### src/rtl/postcode_pkg.sv
// postcode_pkg -- shared definitions for the POST-box TESTREQ/TESTACK link.
//
// Holds the host FSM state encoding and the default link timing. The
// receiver uses the same constants, so the host can refuse at elaboration
// a symbol gap that the receiver would not recognise as a symbol end.
//
// Contents:
//   state_t          host FSM states
//   *_DEF            default host timing, in refclk cycles (12 MHz)
//   RECV_TIMEOUT     receiver symbol-end timeout, in refclk cycles
//   DELAY_W          width of the host delay counter
//   delay_load()     converts a phase length in clocks to a counter preload
package postcode_pkg;

  typedef enum logic [3:0] {
    ST_IDLE,
    ST_SYNC_HI,
    ST_RETRY_WAIT,
    ST_SYNC_GAP,
    ST_BIT_HI1,
    ST_BIT_GAP,
    ST_BIT_HI2,
    ST_SYM_END,
    ST_DONE
  } state_t;

  localparam int PULSE_HIGH_DEF = 12;
  localparam int PULSE_GAP_DEF  = 12;
  localparam int SYMBOL_GAP_DEF = 240;
  localparam int RETRY_GAP_DEF  = 6000;
  localparam int MAX_RETRY_DEF  = 15;
  localparam int RECV_TIMEOUT   = 180;
  localparam int DELAY_W        = 16;

  // A phase of N clocks counts N-1 down to 0; the zero cycle is the last one.
  function automatic logic [DELAY_W-1:0] delay_load(input int clocks);
    return DELAY_W'(clocks - 1);
  endfunction

endpackage

### src/rtl/postcode_host_if.sv
// postcode_host_if -- byte-level request/response bundle of the host engine.
//
// Signals:
//   tx_data   [7:0]  byte to send
//   tx_valid         request to send tx_data
//   tx_ready         engine idle; tx_data taken when tx_valid && tx_ready
//   rx_data   [7:0]  byte read back from the adapter
//   rx_valid         one-clock strobe, rx_data valid, transfer complete
//   err_noack        one-clock strobe, adapter never became ready
//
// Modports:
//   master  the client issuing bytes
//   slave   the postcode_host engine
interface postcode_host_if;

  logic [7:0] tx_data;
  logic       tx_valid;
  logic       tx_ready;
  logic [7:0] rx_data;
  logic       rx_valid;
  logic       err_noack;

  modport master (
    output tx_data, tx_valid,
    input  tx_ready, rx_data, rx_valid, err_noack
  );

  modport slave (
    input  tx_data, tx_valid,
    output tx_ready, rx_data, rx_valid, err_noack
  );

endinterface

### src/rtl/postcode_sync2.sv
// postcode_sync2 -- two-flop synchroniser for an asynchronous level input.
//
// Used by the host for TESTACK and by the receiver for TESTREQ.
//
// Ports:
//   clk   destination clock
//   rst   synchronous active-high reset, clears both stages
//   d     asynchronous input
//   q     input resynchronised to clk, two clocks of latency
module postcode_sync2 (
  input  logic clk,
  input  logic rst,
  input  logic d,
  output logic q
);

  logic meta;

  // First stage may go metastable; only the second stage is used.
  always_ff @(posedge clk) begin
    if (rst) begin
      meta <= 1'b0;
      q    <= 1'b0;
    end else begin
      meta <= d;
      q    <= meta;
    end
  end

endmodule

### src/rtl/postcode_host.sv
// postcode_host -- machine-side initiator for the POST-box TESTREQ/TESTACK link.
//
// A transfer is one sync symbol (a lone pulse, repeated until the adapter
// answers on TESTACK) followed by eight data symbols, MSB first. A '0' is a
// single TESTREQ pulse, a '1' a double pulse; a long low time ends a symbol.
// TESTACK is sampled on the last cycle of each first pulse to read back one
// adapter bit per symbol, also MSB first.
//
// Ports:
//   refclk    system clock (12 MHz)
//   rst       synchronous active-high reset
//   testreq   TESTREQ to the adapter, registered
//   testack   TESTACK from the adapter, asynchronous
//   bus       slave side of postcode_host_if (tx request, rx result, error)
module postcode_host
  import postcode_pkg::*;
#(
  parameter int PULSE_HIGH   = PULSE_HIGH_DEF,
  parameter int PULSE_GAP    = PULSE_GAP_DEF,
  parameter int SYMBOL_GAP   = SYMBOL_GAP_DEF,
  parameter int RETRY_GAP    = RETRY_GAP_DEF,
  parameter int MAX_RETRY    = MAX_RETRY_DEF,
  parameter int RECV_TIMEOUT = postcode_pkg::RECV_TIMEOUT
) (
  input  logic refclk,
  input  logic rst,
  output logic testreq,
  input  logic testack,
  postcode_host_if.slave bus
);

  localparam int RETRY_W = (MAX_RETRY < 1) ? 1 : $clog2(MAX_RETRY + 1);

  localparam logic [DELAY_W-1:0] LD_HIGH  = delay_load(PULSE_HIGH);
  localparam logic [DELAY_W-1:0] LD_PGAP  = delay_load(PULSE_GAP);
  localparam logic [DELAY_W-1:0] LD_SGAP  = delay_load(SYMBOL_GAP);
  localparam logic [DELAY_W-1:0] LD_RETRY = delay_load(RETRY_GAP);
  localparam logic [RETRY_W-1:0] RETRY_LAST = RETRY_W'(MAX_RETRY);

  // Timing that the receiver or the counter cannot cope with is rejected
  // when the design is elaborated rather than found on the bench.
  generate
    if (PULSE_HIGH < 4) begin : g_bad_pulse_high
      $error("postcode_host: PULSE_HIGH must be at least 4");
    end
    if (PULSE_GAP < 1 || PULSE_GAP >= RECV_TIMEOUT) begin : g_bad_pulse_gap
      $error("postcode_host: PULSE_GAP must be below the receiver timeout");
    end
    if (SYMBOL_GAP <= RECV_TIMEOUT) begin : g_bad_symbol_gap
      $error("postcode_host: SYMBOL_GAP must exceed the receiver timeout");
    end
    if (RETRY_GAP < 1 || RETRY_GAP > (1 << DELAY_W)) begin : g_bad_retry_gap
      $error("postcode_host: RETRY_GAP does not fit the delay counter");
    end
    if (MAX_RETRY < 1) begin : g_bad_max_retry
      $error("postcode_host: MAX_RETRY must be at least 1");
    end
  endgenerate

  logic ack_s;

  postcode_sync2 u_ack_sync (
    .clk (refclk),
    .rst (rst),
    .d   (testack),
    .q   (ack_s)
  );

  state_t             state, state_d;
  logic [DELAY_W-1:0] delay_cnt, delay_d;
  logic [RETRY_W-1:0] retry, retry_d;
  logic [2:0]         bit_cnt, bit_cnt_d;
  logic [7:0]         sh_tx, sh_tx_d;
  logic [7:0]         sh_rx, sh_rx_d;
  logic [7:0]         rx_data_d;
  logic               rx_valid_d;
  logic               err_noack_d;
  logic               testreq_d;
  logic               last;

  assign bus.tx_ready = (state == ST_IDLE);

  // State register plus every datapath register the FSM owns. testreq is
  // registered from the next state so it lines up exactly with the high
  // states and carries no decode glitches out to the cable.
  always_ff @(posedge refclk) begin
    if (rst) begin
      state         <= ST_IDLE;
      delay_cnt     <= '0;
      retry         <= '0;
      bit_cnt       <= '0;
      sh_tx         <= '0;
      sh_rx         <= '0;
      testreq       <= 1'b0;
      bus.rx_data   <= '0;
      bus.rx_valid  <= 1'b0;
      bus.err_noack <= 1'b0;
    end else begin
      state         <= state_d;
      delay_cnt     <= delay_d;
      retry         <= retry_d;
      bit_cnt       <= bit_cnt_d;
      sh_tx         <= sh_tx_d;
      sh_rx         <= sh_rx_d;
      testreq       <= testreq_d;
      bus.rx_data   <= rx_data_d;
      bus.rx_valid  <= rx_valid_d;
      bus.err_noack <= err_noack_d;
    end
  end

  // Next-state logic. Each timed state is entered with its length preloaded
  // into delay_cnt, counts down, and acts on the cycle the count is zero.
  always_comb begin
    state_d     = state;
    delay_d     = delay_cnt;
    retry_d     = retry;
    bit_cnt_d   = bit_cnt;
    sh_tx_d     = sh_tx;
    sh_rx_d     = sh_rx;
    rx_data_d   = bus.rx_data;
    rx_valid_d  = 1'b0;
    err_noack_d = 1'b0;
    last        = (delay_cnt == '0);

    if (!last && state != ST_IDLE && state != ST_DONE) begin
      delay_d = delay_cnt - 1'b1;
    end

    case (state)
      ST_IDLE: begin
        if (bus.tx_valid) begin
          sh_tx_d   = bus.tx_data;
          sh_rx_d   = '0;
          bit_cnt_d = 3'd7;
          retry_d   = '0;
          delay_d   = LD_HIGH;
          state_d   = ST_SYNC_HI;
        end
      end

      ST_SYNC_HI: begin
        if (last) begin
          if (ack_s) begin
            delay_d = LD_SGAP;
            state_d = ST_SYNC_GAP;
          end else if (retry != RETRY_LAST) begin
            retry_d = retry + 1'b1;
            delay_d = LD_RETRY;
            state_d = ST_RETRY_WAIT;
          end else begin
            err_noack_d = 1'b1;
            state_d     = ST_IDLE;
          end
        end
      end

      ST_RETRY_WAIT: begin
        if (last) begin
          delay_d = LD_HIGH;
          state_d = ST_SYNC_HI;
        end
      end

      ST_SYNC_GAP: begin
        if (last) begin
          delay_d = LD_HIGH;
          state_d = ST_BIT_HI1;
        end
      end

      // The adapter presents its read-back bit during the first pulse of
      // every symbol, so that is the only place sh_rx is loaded.
      ST_BIT_HI1: begin
        if (last) begin
          sh_rx_d = {sh_rx[6:0], ack_s};
          if (sh_tx[7]) begin
            delay_d = LD_PGAP;
            state_d = ST_BIT_GAP;
          end else begin
            delay_d = LD_SGAP;
            state_d = ST_SYM_END;
          end
        end
      end

      ST_BIT_GAP: begin
        if (last) begin
          delay_d = LD_HIGH;
          state_d = ST_BIT_HI2;
        end
      end

      ST_BIT_HI2: begin
        if (last) begin
          delay_d = LD_SGAP;
          state_d = ST_SYM_END;
        end
      end

      ST_SYM_END: begin
        if (last) begin
          sh_tx_d = {sh_tx[6:0], 1'b0};
          if (bit_cnt == 3'd0) begin
            rx_data_d  = sh_rx;
            rx_valid_d = 1'b1;
            state_d    = ST_DONE;
          end else begin
            bit_cnt_d = bit_cnt - 3'd1;
            delay_d   = LD_HIGH;
            state_d   = ST_BIT_HI1;
          end
        end
      end

      ST_DONE: begin
        state_d = ST_IDLE;
      end

      default: begin
        state_d = ST_IDLE;
      end
    endcase

    testreq_d = (state_d == ST_SYNC_HI) || (state_d == ST_BIT_HI1) ||
                (state_d == ST_BIT_HI2);
  end

endmodule
### src/flat_wrapper.sv
// flat-port wrapper written by rule: the top's interface ports become plain ports
module postcode_host_flat import postcode_pkg::*;
#(
  parameter int PULSE_HIGH   = PULSE_HIGH_DEF,
  parameter int PULSE_GAP    = PULSE_GAP_DEF,
  parameter int SYMBOL_GAP   = SYMBOL_GAP_DEF,
  parameter int RETRY_GAP    = RETRY_GAP_DEF,
  parameter int MAX_RETRY    = MAX_RETRY_DEF,
  parameter int RECV_TIMEOUT = postcode_pkg::RECV_TIMEOUT
)
  (refclk, rst, testreq, testack, bus_tx_data, bus_tx_valid, bus_tx_ready, bus_rx_data, bus_rx_valid, bus_err_noack);
  postcode_host_if bus_i ();
  input  logic refclk;
  input  logic rst;
  output logic testreq;
  input  logic testack;
  input wire logic [$bits(bus_i.tx_data)-1:0] bus_tx_data;
  input wire logic [$bits(bus_i.tx_valid)-1:0] bus_tx_valid;
  output wire logic [$bits(bus_i.tx_ready)-1:0] bus_tx_ready;
  output wire logic [$bits(bus_i.rx_data)-1:0] bus_rx_data;
  output wire logic [$bits(bus_i.rx_valid)-1:0] bus_rx_valid;
  output wire logic [$bits(bus_i.err_noack)-1:0] bus_err_noack;
  assign bus_i.tx_data = bus_tx_data;
  assign bus_i.tx_valid = bus_tx_valid;
  assign bus_tx_ready = bus_i.tx_ready;
  assign bus_rx_data = bus_i.rx_data;
  assign bus_rx_valid = bus_i.rx_valid;
  assign bus_err_noack = bus_i.err_noack;
  postcode_host #(.PULSE_HIGH(PULSE_HIGH), .PULSE_GAP(PULSE_GAP), .SYMBOL_GAP(SYMBOL_GAP), .RETRY_GAP(RETRY_GAP), .MAX_RETRY(MAX_RETRY), .RECV_TIMEOUT(RECV_TIMEOUT)) u_core (.refclk(refclk), .rst(rst), .testreq(testreq), .testack(testack), .bus(bus_i));
endmodule
### config.mk
export PLATFORM = sky130hd
export DESIGN_NAME = postcode_host_flat
export DESIGN_NICKNAME = d
export VERILOG_FILES = /design/src/rtl/postcode_pkg.sv /design/src/rtl/postcode_host_if.sv /design/src/rtl/postcode_sync2.sv /design/src/rtl/postcode_host.sv /design/src/flat_wrapper.sv
export SDC_FILE = /design/constraint.sdc
export NUM_CORES = 1
export LEC_CHECK = 0
export BUFFER_PORTS_ARGS = -buffer_cell sky130_fd_sc_hd__buf_2
export CAP_MARGIN = 20
export CORE_MARGIN = 2
export CORE_UTILIZATION = 50
export DETAILED_ROUTE_END_ITERATION = 10
export HOLD_SLACK_MARGIN = 0.06
export PLACE_DENSITY = 0.68
export RECOVER_POWER = 25
export SYNTH_ARGS = -nofsm -noshare
export SYNTH_HDL_FRONTEND = slang
export SYNTH_SLANG_ARGS = --single-unit
### constraint.sdc
create_clock -name refclk -period 3.8 [get_ports refclk]
set_clock_uncertainty 0.15 [all_clocks]
set_input_delay 0.57 -clock refclk [delete_from_list [all_inputs] [get_ports refclk]]
set_output_delay 0.57 -clock refclk [all_outputs]
set_load 0.05 [all_outputs]
Yosys cells after proc, flatten, opt, wreduce, memory -nomap -nowiden
Index checks and enable logic that the tools add are counted.

word-level totals
  output and inout port bits = 12
  input bits = 12
  register bits after elaboration = 56
  logic and storage cells = 99

cells by class
  bitwise logic cells = 3
  $add $sub $neg = 3
  eq/ne operators = 19
  reduce and logical (&&, ||, !) cells = 20
  muxes and demuxes = 42

operators by type and width
  cell                   number
  $mux 16                10
  $pmux 16 s6            1
  $mux 4                 14
  $mux 8                 5
  $pmux 4 s8             1
  $pmux 8 s2             2
  $eq 4x3->1 const B     6
  $logic_not 16->1       1
  $sub 16x1->16 const B  1
  $mux 3                 3
  $reduce_and 3->1       3
  $eq 4x1->1 const B     2
  $eq 4x2->1 const B     2
  $ne 2x1->1 const B     4
  $ne 4x4->1 const B     2
  $pmux 4 s2             1
  $ne 2x2->1 const B     3
  $pmux 3 s2             1
  $reduce_bool 2->1      3
  $reduce_or 3->1        2
  $reduce_and 5->1       1
  $add 4x1->4 const B    1
  $logic_not 4->1        1
  $mux 2                 2
  other kinds (10)       15

Longest topological paths before layout
  depth in word-level cells = 9
  mapped depth = 9
  mapped depth without buffers = 7

Modules after synthesis
From an unflattened synthesis, not the netlist that was laid out.

second synthesis, totals
  cells, all modules = 325
  area, all modules = 2,874.0 sq um

modules (own cells, without submodules)
  module          seq. area each (sq um)  area each (sq um)  cells an instance  instances
  postcode_host   1,081.0                 2,821.5            321                1
  postcode_sync2  40.0                    52.6               4                  1

Least setup slack after synthesis
OpenSTA, ideal clock, no wires.

  kind = reg-to-reg
  from = register u_core.state[1]
  to = register u_core.sh_tx[4]
  setup time = 0.079 ns
  buffers on the path = 2
  path slack = 0.409 ns
  data required time = 3.571 ns
  arrival time = 3.162 ns
  stages on the path, launching flop included = 8
  clock period less this slack = 3.391 ns
  cell sequence = dfxtp_1 -> buf_2 -> nor4_1 -> nand2_1 -> o41ai_4 -> buf_6 -> nor2_1 -> a211oi_2

on the way
  word-level cells in the longest chain between the ends = 3
  elaborated cells between the ends (all ways) = 7
  classes of those cells = eq/ne: 3; mux: 1; reduce/logical: 3

ends and longest elaborated chain
  element                                                                  RTL line              RTL
  from (decl)                                                              postcode_host.sv:69   state_t state, state_d;
  from (signal assigned)                                                   postcode_host.sv:99   state <= state_d;
  $logic_not 4->1 (*)                                                      -
  via bus_tx_ready                                                         flat_wrapper.sv:19    output wire logic [$bits(bus_i.tx_ready)-1:0] bus_tx_ready;
  $ne 2x2->1 (no source line) / $reduce_bool 2->1 (equally long branches)  -
  $reduce_and 3->1 (no source line)                                        -
  to (signal assigned)                                                     postcode_host.sv:103  sh_tx <= sh_tx_d;
  to (decl)                                                                postcode_host.sv:73   logic [7:0] sh_tx, sh_tx_d;

The timed path passes the listed nets; every way through them passes the cells marked *.
A chain may end at the register's enable or synchronous reset.

Worst setup path after layout
  from = register u_core.delay_cnt[0]
  to = register u_core.delay_cnt[2]

on the way
  word-level cells in the longest chain between the ends = 9
  elaborated cells between the ends (all ways) = 16
  classes of those cells = add/sub: 1; mux: 11; reduce/logical: 4

ends and longest elaborated chain
  element                                                                RTL line              RTL
  from (decl)                                                            postcode_host.sv:70   logic [DELAY_W-1:0] delay_cnt, delay_d;
  from (signal assigned)                                                 postcode_host.sv:100  delay_cnt <= delay_d;
  parallel branches: the longest is 8 deep, another holds $sub 16x1->16  -
  $pmux 16 s6 (*)                                                        postcode_host.sv:130  case (state)

Mark *: on every way between the ends.

==> impl_results.md <==
- Synthesized Nets: 354
- Worst path depth: 8
- Num ports: 24
- Worst r2r path cells: 8
- Layout cells sized above 1: 11.3%
- Bufs on Longest Clock Path: 2
- H-tree Lvls: 2
- Grt met3 use: 4.16%
- Synth top area share: 38.2%
- Horiz. Die Dim: 80.6 µm
- Height of the die: 80.6 µm
- Final Cycle Share: 70.9%
- Final ANT Viol Nets: 0
- CTS buffer count: 5
- IO Port Bufs: 23
- Final Hold Fails: 0
- Max-capacitance violation count: 1
- Fmax: 371 MHz
- Dominant cell type by area after synthesis: dfxtp_1
- PwrDens: 947 nW/µm²
- Total GRT Usage: 21.5%
- Gr busiest metal: met2
- Mapped cell area: 2940 µm²
- CTS Sinks: 56
- Gpl congestion: 0.902
- Leakage: 1.15 nW
- CP Class: reg -> reg
- TritonCTS clock tree: yes
- Failing checks: max-capacitance violations, max-slew violations
- GRT met2 Usage: 34.3%
- Worst-margin pin slew: 1.99 ns
- Synthesized instance count: 338
- Via count: 2540
- Final setup violation count: 0
- WL/cell: 15.1 µm
- Top Family by Delay on Critical Path: simple AND/OR/NAND/NOR gates
- Hold-fix buffers, CTS: 0
- Fillcell total: 516
- Crit path required time: 3.74 ns
- Peak VDD IR: 0.485 mV
- Ys async rst share: 0%
- Root buffer cell: clkbuf_8
- Number of enable flip-flop cells after synthesis: 0
- Hold Path Depth: 1
- Status: complete, but fails checks
- WP data arrival: 2.63 ns
- Crit path capture type: flop
- Wirelength, routed: 6410 µm
- Rel. slew slack: -32.8%
- Maximum number of pins on one net before global-route repair: 45
- First-pass GRT wire length: 11000 µm
- Die ar.: 6500 µm²
- Top FF cell, synth: dfxtp_1
- TNS Setup: 0 ns
- Post-CTS setup buffer count: 0
- Syn Area/Cell: 8.68 µm²
- Placed insts: 417
- Pre-CTS WS: 1.14 ns
- Initial antenna violation count: 0
- RSZ-0062 raised after global routing: false
- Worst hold-check path type: reg -> reg
- Final WS setup: 1.11 ns
- Residual DRC: 0
- Max Slew Vio Count: 45
- Synth area leaders: dfxtp_1 (38%), a21oi_1 (5.8%), nor2_1 (3.8%)
- Core area: 5570 µm²
- Max Fanout on Critical Path: 16
- Diode count: 0
- Seq/Total Area, Yosys: 38.2%
- Hold_ws: 0.299 ns
- CP Buf/Inv Count: 2
- First-pass DRT Iterations: 4
- DP Wirelength: 4520 µm
- Minimum clock period: 2.69 ns
- GR Util met1: 28.3%
- PostCTS Resize Cnt: 0
- Flops & latches, synth: 56
- Crit-path cells: inv_1 > ha_1 > nor3b_2 > and4_1 > buf_4 > nor2_1 > a211oi_1 > a2111oi_0
- Yosys cell types: 61
- Worst path max stage delay: 0.62 ns
- Row count: 27
- Area Growth Syn to Fin: 7.16%
- GRT overflow: 0
- CP max-delay cell: and4_1
- Vias per cell: 5.98
- Final Non-Filler Cells: 425
- Yosys synthesis warning count: 0
- Clk slew on worst S/H paths: 0.10 ns
- Overall power: 2.98 mW
- 1st-iter DRT viols: 151
- Initial Util: 52.7%
- Final nets: 368
- Skew-Pair Late Insertion Delay: 0.31 ns
- Vias in the first global route: 2402
- Crit path launch type: flop
[cell usage after synthesis (3+ instances only)]
master     n
a211o_1    3
o31ai_1    3
nor2b_1    3
buf_2      4
nand3_1    6
nor2_1    30
nand4_1    9
clkbuf_1  12
xnor2_1   10
nor4_1     5
nor3_1    19
nor4_4     3
or2_2      3
ha_1       4
dfxtp_1   56
mux2i_1    7
a221oi_1   3
o21ai_0   17
a21oi_1   34
o21bai_1   3
a211oi_2   3
xor2_1     6
and3_1     4
nand2_1   26
or3_1      4
inv_1     10
a211oi_1  10
[flip-flops by register name, summed over array words and instances, names as in the netlist, 3 cells and up]
signal              flops
u_core.sh_rx            8
u_core.delay_cnt       16
u_core.state            4
u_core.sh_tx            8
u_core.bit_cnt          3
u_core.bus.rx_data      8
u_core.retry            4
[layer usage]
layer | part of all wire, % | vias up
met5 | 0 | -
met4 | 2.3 | 0
met3 | 4.2 | 14
met2 | 47 | 63
met1 | 47 | 1187
li1 | - | 1276
[final cells by class]
type,instances,area (µm²),share of cell area [%]
multi-input combinational,253,1690,53.7
sequential,56,1120,35.6
timing repair buffer,26,123,3.90
tap,72,90.1,2.86
clock buffer,6,72.6,2.31
inverter,10,37.5,1.19
clock inverter,2,13.8,0.438
[final timing paths]
path / from / end / slack, ns
min: u_core.u_ack_sync.meta$_SDFF_PP0_ / u_core.u_ack_sync.q$_SDFF_PP0_ / 0.30
min reg2reg: u_core.u_ack_sync.meta$_SDFF_PP0_ / u_core.u_ack_sync.q$_SDFF_PP0_ / 0.30
max reg2reg: u_core.delay_cnt[0]$_SDFF_PP0_ / u_core.delay_cnt[2]$_SDFF_PP0_ / 1.11
max: u_core.delay_cnt[0]$_SDFF_PP0_ / u_core.delay_cnt[2]$_SDFF_PP0_ / 1.11
[metrics by stage]
| stage | instance area [µm²] | utilization (%) |
|---|---|---|
| 2_1_floorplan | 2940 | - |
| 3_3_place_gp | 3070 | 55.2 |
| 3_5_place_dp | 3070 | 55.2 |
| 4_1_cts | 3160 | 56.7 |
| 5_1_grt | 3150 | 56.4 |
| 6_report | 3150 | 56.4 |
[cell usage in the layout, fill, tap and decap left out, drive strengths merged, types with 7 or more instances in the layout]
cell type	synthesis	routed
dfxtp	56	56
a21oi	35	35
nor2	30	30
nand2	26	26
nor3	19	19
clkbuf	13	18
o21ai	17	17
buf	6	14
a211oi	13	13
inv	10	11
xnor2	10	10
nand4	10	10
nor4	8	8
mux2i	7	7
[power by group]
group	total (mW)	internal (mW)	leakage [nW]	switching (mW)
registers	0.907	0.719	0.456	0.188
logic	1.74	0.653	0.653	1.09
clock network	0.328	0.132	0.0456	0.196
total	2.98	1.50	1.15	1.47
[kinds of logic (layout without fill, tap and decap cells)]
kind of cell | Yosys count | in the layout | synth area share [%]
compound gates | 95 | 95 | 22.6
xor+xnor | 16 | 16 | 4.77
fa+ha+maj | 4 | 4 | 1.71
buf+inv | 29 | 44 | 4.31
flops | 56 | 56 | 38.2
mux | 7 | 7 | 2.39
simple gates | 131 | 131 | 26.0
Note: power is estimated with default switching activity, not from simulation.
